--- src/rtl/word_split.sv ---
// word_split: splits an NB-byte word into a stream of NB 8-bit beats, LSB first.
// A new word can be accepted on the final beat handshake, so back-to-back words
// stream without bubbles.
//
// Ports:
//   clk       clock, rising edge
//   rst_n     asynchronous active-low reset
//   data_in   input word, byte k = data_in[8k+7:8k]
//   valid_a   upstream word valid
//   ready_a   word can be accepted this cycle (combinational)
//   data_out  current byte (registered)
//   valid_b   data_out valid (registered)
//   ready_b   downstream accepts the byte this cycle
//   last_b    final beat of the word (registered)
//   sum_b     sum of all bytes of the word, nonzero only with last_b (registered)
module word_split #(
    parameter int unsigned NB = 4
) (
    input  logic            clk,
    input  logic            rst_n,
    input  logic [8*NB-1:0] data_in,
    input  logic            valid_a,
    output logic            ready_a,
    output logic [7:0]      data_out,
    output logic            valid_b,
    input  logic            ready_b,
    output logic            last_b,
    output logic [9:0]      sum_b
);

    localparam logic [0:0] ST_IDLE  = 1'b0;
    localparam logic [0:0] ST_SEND  = 1'b1;
    localparam logic [1:0] LAST_IDX = 2'(NB - 1);

    logic [0:0]      r_state;
    logic [8*NB-1:0] r_word;
    logic [1:0]      r_cnt;
    logic [9:0]      r_wsum;
    logic [7:0]      r_data;
    logic            r_valid;
    logic            r_last;
    logic [9:0]      r_sum_out;

    logic            w_ready_a;
    logic            w_load;
    logic            w_beat;
    logic [1:0]      w_cnt_nxt;
    logic [7:0]      w_next_byte;
    logic [9:0]      w_sum;

    // In SEND a word may only be taken as the final byte leaves.
    assign w_ready_a = (r_state == ST_IDLE) || ((r_cnt == LAST_IDX) && ready_b);
    assign w_load    = valid_a && w_ready_a;
    assign w_beat    = r_valid && ready_b;
    assign w_cnt_nxt = r_cnt + 2'd1;

    always_comb begin
        w_next_byte = '0;
        for (int k = 0; k < NB; k++) begin
            if (w_cnt_nxt == 2'(k)) begin
                w_next_byte = r_word[8*k +: 8];
            end
        end
    end

    always_comb begin
        w_sum = '0;
        for (int k = 0; k < NB; k++) begin
            w_sum = w_sum + 10'(data_in[8*k +: 8]);
        end
    end

    always_ff @(posedge clk or negedge rst_n) begin
        if (!rst_n) begin
            r_state   <= ST_IDLE;
            r_word    <= '0;
            r_cnt     <= '0;
            r_wsum    <= '0;
            r_data    <= '0;
            r_valid   <= 1'b0;
            r_last    <= 1'b0;
            r_sum_out <= '0;
        end else if (w_load) begin
            // Byte 0 goes straight to the output register; NB >= 2 so it is never last.
            r_state   <= ST_SEND;
            r_word    <= data_in;
            r_cnt     <= '0;
            r_wsum    <= w_sum;
            r_data    <= data_in[7:0];
            r_valid   <= 1'b1;
            r_last    <= 1'b0;
            r_sum_out <= '0;
        end else if (w_beat) begin
            if (r_cnt == LAST_IDX) begin
                r_state   <= ST_IDLE;
                r_cnt     <= '0;
                r_valid   <= 1'b0;
                r_last    <= 1'b0;
                r_sum_out <= '0;
            end else begin
                r_cnt     <= w_cnt_nxt;
                r_data    <= w_next_byte;
                r_last    <= (w_cnt_nxt == LAST_IDX);
                r_sum_out <= (w_cnt_nxt == LAST_IDX) ? r_wsum : '0;
            end
        end
    end

    assign ready_a  = w_ready_a;
    assign data_out = r_data;
    assign valid_b  = r_valid;
    assign last_b   = r_last;
    assign sum_b    = r_sum_out;

endmodule

--- config.mk ---
export PLATFORM = sky130hd
export DESIGN_NAME = word_split
export DESIGN_NICKNAME = d
export VERILOG_FILES = /design/src/rtl/word_split.sv
export SDC_FILE = /design/constraint.sdc
export NUM_CORES = 1
export LEC_CHECK = 0
export CORE_MARGIN = 2
export CORE_UTILIZATION = 40
export DETAILED_ROUTE_END_ITERATION = 7
export GPL_ROUTABILITY_DRIVEN = 0
export HOLD_SLACK_MARGIN = 0.1
export SYNTH_ARGS = -nofsm -noshare
export SYNTH_HDL_FRONTEND = slang
export SYNTH_SLANG_ARGS = --single-unit
export TNS_END_PERCENT = 50
--- constraint.sdc ---
create_clock -name clk -period 4.3 [get_ports clk]
set_input_delay 1.29 -clock clk [delete_from_list [all_inputs] [get_ports clk]]
set_output_delay 1.29 -clock clk [all_outputs]
set_load 0.02 [all_outputs]
==> results of run 1 <==
[stage by stage]
| stage | TNS (ns) | util | area, um2 |
|---|---|---|---|
| finish | 0 | 0.5027 | 4363 |
| global route | 0 | 0.5027 | 4363 |
| CTS | 0 | 0.5014 | 4352 |
| detailed placement | -0.7553 | 0.4837 | 4198 |
| global placement | -0.6418 | 0.4837 | 4198 |
| floorplan | 0 | - | 3570 |
[cells by family (layout without fill, tap and decap cells)]
family | count (synthesis) | in the layout | share of synthesized area
buffers and inverters | 68 | 131 | 0.09218
AND/OR/NAND/NOR | 94 | 94 | 0.1122
adder cells (fa/ha/maj) | 30 | 30 | 0.1388
flip-flops | 64 | 64 | 0.4487
XOR/XNOR | 4 | 4 | 0.009816
AO/OA/AOI/OAI | 100 | 100 | 0.1984
[power groups by stage]
stage | clock (mW) | sequential [mW] | combinational, mW
finish | 0.434 | 1.01 | 1.19
detailed placement | 0 | 1.03 | 1.18
floorplan | 0 | 1.06 | 0.794
global placement | 0 | 1.02 | 1.17
CTS | 0.447 | 1.02 | 1.19
global route | 0.477 | 1.05 | 1.33
[how the worst min path moves through the flow]
stage,start,endpoint
after floorplan,r_word[16]$_DFFE_PN0P_,r_word[16]$_DFFE_PN0P_
after CTS,data_out[4]$_DFFE_PN0P_,data_out[4]$_DFFE_PN0P_
final,data_out[7]$_DFFE_PN0P_,data_out[7]$_DFFE_PN0P_
after global placement,data_out[7]$_DFFE_PN0P_,data_out[7]$_DFFE_PN0P_
after global routing,data_out[7]$_DFFE_PN0P_,data_out[7]$_DFFE_PN0P_
after detailed placement,r_word[0]$_DFFE_PN0P_,r_word[0]$_DFFE_PN0P_
[placed cells by master (no fill, tap or decap), types with 8 or more instances in the layout]
| master | n |
|---|---|
| nand2_1 | 74 |
| dfrtp_1 | 64 |
| clkdlybuf4s50_1 | 55 |
| inv_1 | 51 |
| o21ai_0 | 41 |
| fa_1 | 15 |
| ha_1 | 14 |
| a21oi_1 | 11 |
| a22o_1 | 10 |
| clkbuf_8 | 10 |
| buf_4 | 10 |
| nor2_1 | 9 |
| o31ai_1 | 9 |
| a221oi_2 | 8 |
[registers in the layout, summed over array words and instances, names as in the netlist]
register  flops
last_b        1
data_out      8
r_cnt         2
valid_b       1
r_word       32
sum_b        10
r_wsum       10
[routing by layer]
metal	share of wire	GRT usage	wire, um
met2	0.46	0.2627	3529
met4	0.013	0.05058	101
met1	0.49	0.2446	3743
met5	0	0	0
met3	0.036	0.03901	279
[repair_timing]
item / in CTS / in global routing
hold buffers: 0 / 0
gates resized for setup: 0 / 3
setup endpoints to repair: 0 / 2
[layout make-up]
class,instances,area share
inverters,51,0.04388
multi-input cells,228,0.3783
well taps,108,0.03097
clock buffers,13,0.03413
flip-flops and latches,64,0.3671
repair buffers,66,0.1445
clock inverters,1,0.001147
[worst min-delay path: cells and delay by family (launching register included)]
| family | cells | cell delay [ns] |
|---|---|---|
| and+or+nand+nor | 1 | 0.05 |
| DFF | 1 | 0.34 |
| AOI/OAI and AO/OA | 1 | 0.05 |
==> key figures, run 1 <==
Status
  – Status: finished, final reports clean

Power and ir drop
  – NetSw: 1.016 mW
  – Leakage: between 2 and 2.5 nW
  – VDD IR-drop max: 0.1580 mV
  – Comb pwr share: 0.450
  – P per Cell Area: 603.4 mW/mm2
  – Power Total: 2.632 mW
  – Cell-internal power: ~1.6 mW
  – Clock Power Share: 0.165
  – Sw Ratio: 0.3861
  – Sequential share of power: 0.385

CTS
  – Root buf cell: clkbuf_8
  – H-tree Lvls: 3
  – CTS tree: done
  – Clock Tree Buf Depth: 2
  – Sinks on Clock Net: 64
  – Clock latency on the worst-skew pair: ~0.34 ns
  – TritonCTS Buffers: 9
  – Worst-path clk slew: about 0.06 ns
  – Setup Buffers After CTS: 0

Synthesis
  – Most frequent cell after synthesis: nand2_1
  – Top cell type's share of synthesized area: 0.4487
  – YS warnings: 0
  – Post-synthesis cell type count: 35
  – Post-synthesis instance area: approximately 0.0036 mm2
  – Primary FF master, synth: dfrtp_1
  – Number of synthesized register bits: 64
  – Post-synth ARST share: 1.000
  – Area contributors post-synth: dfrtp_1 (45%), fa_1 (9.0%), nand2_1 (7.8%)
  – Synthesized Nets: between 400 and 500
  – Sequential area share after synthesis: 0.4487
  – Largest area contributor in the netlist: dfrtp_1
  – Post-synth EDFFs: 0
  – Syn Area/Cell: 9.916 um2
  – Post-Syn Instances: 360
  – Synth top cells by count: nand2_1 (74), dfrtp_1 (64), inv_1 (51), o21ai_0 (41), fa_1 (16)

STA
  – Worst-case headroom to the max-slew limit: 0.3783
  – Clock Skews: around 0.0057 ns
  – Least-Margin Pin Slew: between 0.9 and 1 ns
  – Final hold violations: 0
  – Hold Slack: between 0.4 and 0.5 ns
  – Fin crit share: 0.9571
  – Unrepaired setup endpoints after global routing: no
  – Final Max Tran Viols: 0
  – Final WS setup: 0.1847 ns
  – Fin crit period: a little over 4 ns
  – F_max: about 240 MHz
  – Final Setup Violations: 0

Finish
  – Multi-input combinational cell area: between 0.0015 and 0.002 mm2
  – Area growth syn-to-layout: 22.22%
  – Final #Nets: between 400 and 500
  – Diode count: 0
  – Final Non-Filler Cells: between 500 and 600
  – Share of cells above drive strength 1: 0.09693
  – FF/Latch Area: around 0.0016 mm2
  – Fillers: between 800 and 900

Worst setup path
  – R2R Setup Slk: approximately 2 ns
  – Req. time, crit path: around 4.5 ns
  – Crit path from: data_in[1]
  – CP max FO: 2
  – Crit path to: r_wsum[7]$_DFFE_PN0P_
  – WP buf/inv: 3
  – Crit path DAT: about 4.3 ns
  – CP max stage delay: roughly 0.54 ns
  – CP Capture Type: flop
  – CP top delay family: adder cells
  – Cell depth of the worst setup path: 12
  – Cells along the critical path: clkdlybuf4s50_1, inv_1, fa_1, inv_1, fa_1, ha_1, fa_2, a211oi_2, o21bai_1, a21oi_2, xor2_1, o21ai_0
  – R2R Path Start: r_cnt[0]$_DFFE_PN0P_
  – Reg2Reg Depth: 4
  – Setup crit start kind: input port
  – Kind of critical path: in -> reg
  – Critical R2R Capture: sum_b[8]$_DFFE_PN0P_
  – Crit-path slowest cell: clkdlybuf4s50_1

Placement
  – Port bufs: 56
  – Pre-CTS WS: -0.3058 ns
  – Detailed Place HPWL: 5.650 mm
  – Placed cell count: between 500 and 600

Drt
  – # DRC: 0
  – Routed Antenna Nets: 0
  – Drt via density: 4.947
  – Drt pass-1 iters: 4
  – Iter 0 DRT Violations: 68
  – Post-DR wirelength/cell: ~14 um
  – Via count: between 2000 and 3000
  – Post-Route WL: approximately 7.7 mm

Min path
  – WHS Path Cells: 2
  – Class of the worst hold path: reg -> reg

Floorplan
  – Ports: 57
  – Die span in x: 98.47 um
  – Die Y: approximately 100 um
  – Core area: approximately 0.0087 mm2
  – Full die area: a little under 0.01 mm2
  – Initial Utilization: 0.4113
  – Row cnt: 34

Global routing
  – Initial antenna violation count: 0
  – Vias in the first global route: between 2000 and 3000
  – Largest net degree at the start of global routing: 43
  – Gr ovfl total: 0
  – First-pass GRT wire length: 13.24 mm
  – Overall Global Routing Usage: 0.1710

Flow run
  – Max Cap Viol: 0
Power figures use the tool's default switching activity.
==> run 2: changes to the inputs <==
Settings changed: CAP_MARGIN set to 15.
Clock period 4.3 ns to 4.7 ns, I/O delays scaled along.
==> key figures, run 2 (same netlist as run 1, synthesis figures left out) <==
CTS
  – CTS tree: done
  – Hold_buf cts: 0 (unchanged)
  – TritonCTS Buffers: 9 (unchanged)
  – H-tree Lvls: 3 (unchanged)
  – Clock latency on the worst-skew pair: 0.34 ns (about the same)
  – Clock Tree Buf Depth: 2 (unchanged)
  – Sinks on Clock Net: 64 (unchanged)
  – Worst-path clk slew: 0.07 ns (about the same)
  – Root buf cell: clkbuf_8
  – Cts repair resizes: 0 (unchanged)
  – Setup Buffers After CTS: 0 (unchanged)

Placement
  – Port bufs: 56 (unchanged)
  – Placed cell count: 511 (-1.2%)
  – Detailed Place HPWL: 5.818 mm (+3.0%)

Finish
  – FF/Latch Area: 0.001602 mm2 (unchanged)
  – Final #Nets: 480 (-1.2%)
  – Fillers: 828 (+0.73%)
  – Commonest non-fill, non-tap cells in the layout: nand2_1 (74), dfrtp_1 (64), clkdlybuf4s50_1 (55)
  – Area growth syn-to-layout: 22.26% (about the same)
  – Post-route core utilization: 0.5029 (about the same)
  – Multi-input combinational cell area: 0.001639 mm2 (-0.68%)
  – Most common cell after layout, fill and taps aside: nand2_1
  – Share of cells above drive strength 1: 0.08353 (-0.01339)
  – Max FFs per register: 32 (unchanged)
  – Final Non-Filler Cells: 527 (-0.75%)
  – Largest register by flop count: r_word
  – Diode count: 0 (unchanged)

STA
  – Fin crit period: ~4.4 ns
  – Hold Slack: 0.4735 ns (-0.004816 ns)
  – Final Max Tran Viols: 0 (unchanged)
  – Least-Margin Pin Slew: 1.056 ns (+0.1234 ns)
  – Unrepaired setup endpoints after global routing: no
  – Fin crit share: 0.9285
  – F_max: approximately 230 MHz
  – Worst-case headroom to the max-slew limit: 0.2912 (-0.08702)
  – Clock Skews: 0.005901 ns (+0.0002171 ns)
  – Final Setup Violations: 0 (unchanged)
  – Final hold violations: 0 (unchanged)

Drt
  – Post-Route WL: 7.952 mm (+3.9%)
  – # DRC: 0 (unchanged)
  – Iter 0 DRT Violations: 73 (+7.4%)
  – Via count: 2611 (-0.61%)
  – Routed Antenna Nets: 0 (unchanged)
  – Drt pass-1 iters: 4 (unchanged)
  – Post-DR wirelength/cell: 15.09 um (+4.7%)
  – Drt via density: 4.954 (+0.15%)

Power and ir drop
  – VDD IR-drop max: 0.1499 mV (-5.2%)
  – NetSw: 938.7 uW (-7.6%)
  – Clock Power Share: 0.195 (+0.030)
  – Sw Ratio: 0.3788 (-0.007317)
  – Comb pwr share: 0.429 (-0.021)
  – Cell-internal power: 1.539 mW (-4.7%)
  – Power Total: 2.478 mW (-5.9%)
  – P per Cell Area: 567.8 mW/mm2 (-5.9%)
  – Leakage: 2.094 nW (+0.11%)
  – Sequential share of power: 0.376 (-0.009)

Worst setup path
  – CP max FO: 2 (unchanged)
  – Setup crit start kind: input port
  – Req. time, crit path: 4.89 ns (+0.41 ns)
  – Kind of critical path: in -> reg
  – Crit path DAT: 4.55 ns (+0.25 ns)
  – CP Capture Type: flop

Floorplan
  – Die span in x: 98.47 um (unchanged)
  – Row cnt: 34 (unchanged)
  – Die Y: 98.47 um (unchanged)
  – Full die area: 0.009695 mm2 (unchanged)
  – Ports: 57 (unchanged)
  – Initial Utilization: 0.4113 (unchanged)
  – Core area: 0.008678 mm2 (unchanged)

Min path
  – Class of the worst hold path: reg -> reg

Global routing
  – Overall Global Routing Usage: 0.1800 (+0.008922)
  – Initial antenna violation count: 0 (unchanged)
  – Gr ovfl total: 0 (unchanged)
  – Largest net degree at the start of global routing: 53 (+23%)
  – Vias in the first global route: 2770 (+3.0%)
  – First-pass GRT wire length: 13.81 mm (+4.3%)

Flow run
  – Max Cap Viol: 0 (unchanged)

Status
  – Status: finished, final reports clean
-- run 2: changes by cell type in the layout (fill, tap and decap cells not counted) --
| cell | before | now |
|---|---|---|
| buf_4 | 10 | 3 |
| a211oi_1 | 4 | 5 |
| a211oi_2 | 1 | 0 |
| a21oi_1 | 11 | 12 |
| a21oi_2 | 1 | 0 |
| buf_12 | 0 | 1 |
| bufinv_16 | 0 | 1 |
| clkbuf_1 | 3 | 2 |
| clkbuf_8 | 10 | 11 |
| clkinv_2 | 1 | 2 |
| fa_1 | 15 | 16 |
| fa_2 | 1 | 0 |
-- run 2: cell type report --
cell class,count,area share
Inverter,51,0.04386
Tap cell,108,0.03096
Timing Repair Buffer,60,0.1370
Clock inverter,3,0.009174
Multi-Input combinational cell,228,0.3756
Sequential cell,64,0.3670
Clock buffer,13,0.03641
-- run 2: layer usage --
layer / vias up / GRT usage / part of all wire / wire length (um)
li1: 1301 / - / - / -
met1: 1248 / 0.2532 / 0.47 / 3733
met2: 50 / 0.2847 / 0.48 / 3800
met3: 12 / 0.02340 / 0.035 / 279
met4: 0 / 0.07165 / 0.017 / 137
met5: - / 0 / 0 / 0
-- run 2: per-stage QoR --
step | TNS (ns) | setup slack, ns | cell area (um2)
2_1_floorplan | 0 | 0.6828 | 3570
3_3_place_gp | 0 | 0.04557 | 4165
3_5_place_dp | -0.003470 | -0.003470 | 4165
4_1_cts | 0 | 0.3310 | 4364
5_1_grt | 0 | 0.04158 | 4364
6_report | 0 | 0.3361 | 4364
-- run 2: critical path: stages --
cell             delay, ns
clkdlybuf4s50_1       0.51
inv_1                 0.09
fa_1                  0.54
inv_1                 0.06
fa_1                  0.45
ha_1                  0.24
fa_1                  0.39
a211oi_1              0.31
o21bai_1              0.12
a21oi_1               0.21
xor2_1                0.16
o21ai_0               0.08
-- run 2: final timing paths --
kind	slack [ns]	from	depth (start not counted)	end
min	0.47	data_out[6]$_DFFE_PN0P_	2	data_out[6]$_DFFE_PN0P_
max in group asynchronous	2.65	rst_n	2	sum_b[9]$_DFFE_PN0P_
max reg2reg	2.40	r_cnt[0]$_DFFE_PN0P_	4	sum_b[7]$_DFFE_PN0P_
min reg2reg	0.47	data_out[6]$_DFFE_PN0P_	2	data_out[6]$_DFFE_PN0P_
max	0.34	data_in[1]	12	r_wsum[7]$_DFFE_PN0P_
min in group asynchronous	1.19	rst_n	1	r_word[20]$_DFFE_PN0P_
-- run 2: power groups by stage --
stage,registers (mW),logic [mW],clock network [mW]
finish,0.932,1.06,0.483
global route,0.964,1.20,0.518
floorplan,0.969,0.726,0
global placement,0.936,1.06,0
CTS,0.934,1.08,0.497
detailed placement,0.943,1.07,0
==> run 3: changes to the inputs <==
Settings changed: CTS_CLUSTER_DIAMETER set to 120.
==> results of run 3 <==
Final layout, timing and power as in run 2 (identical DEF).
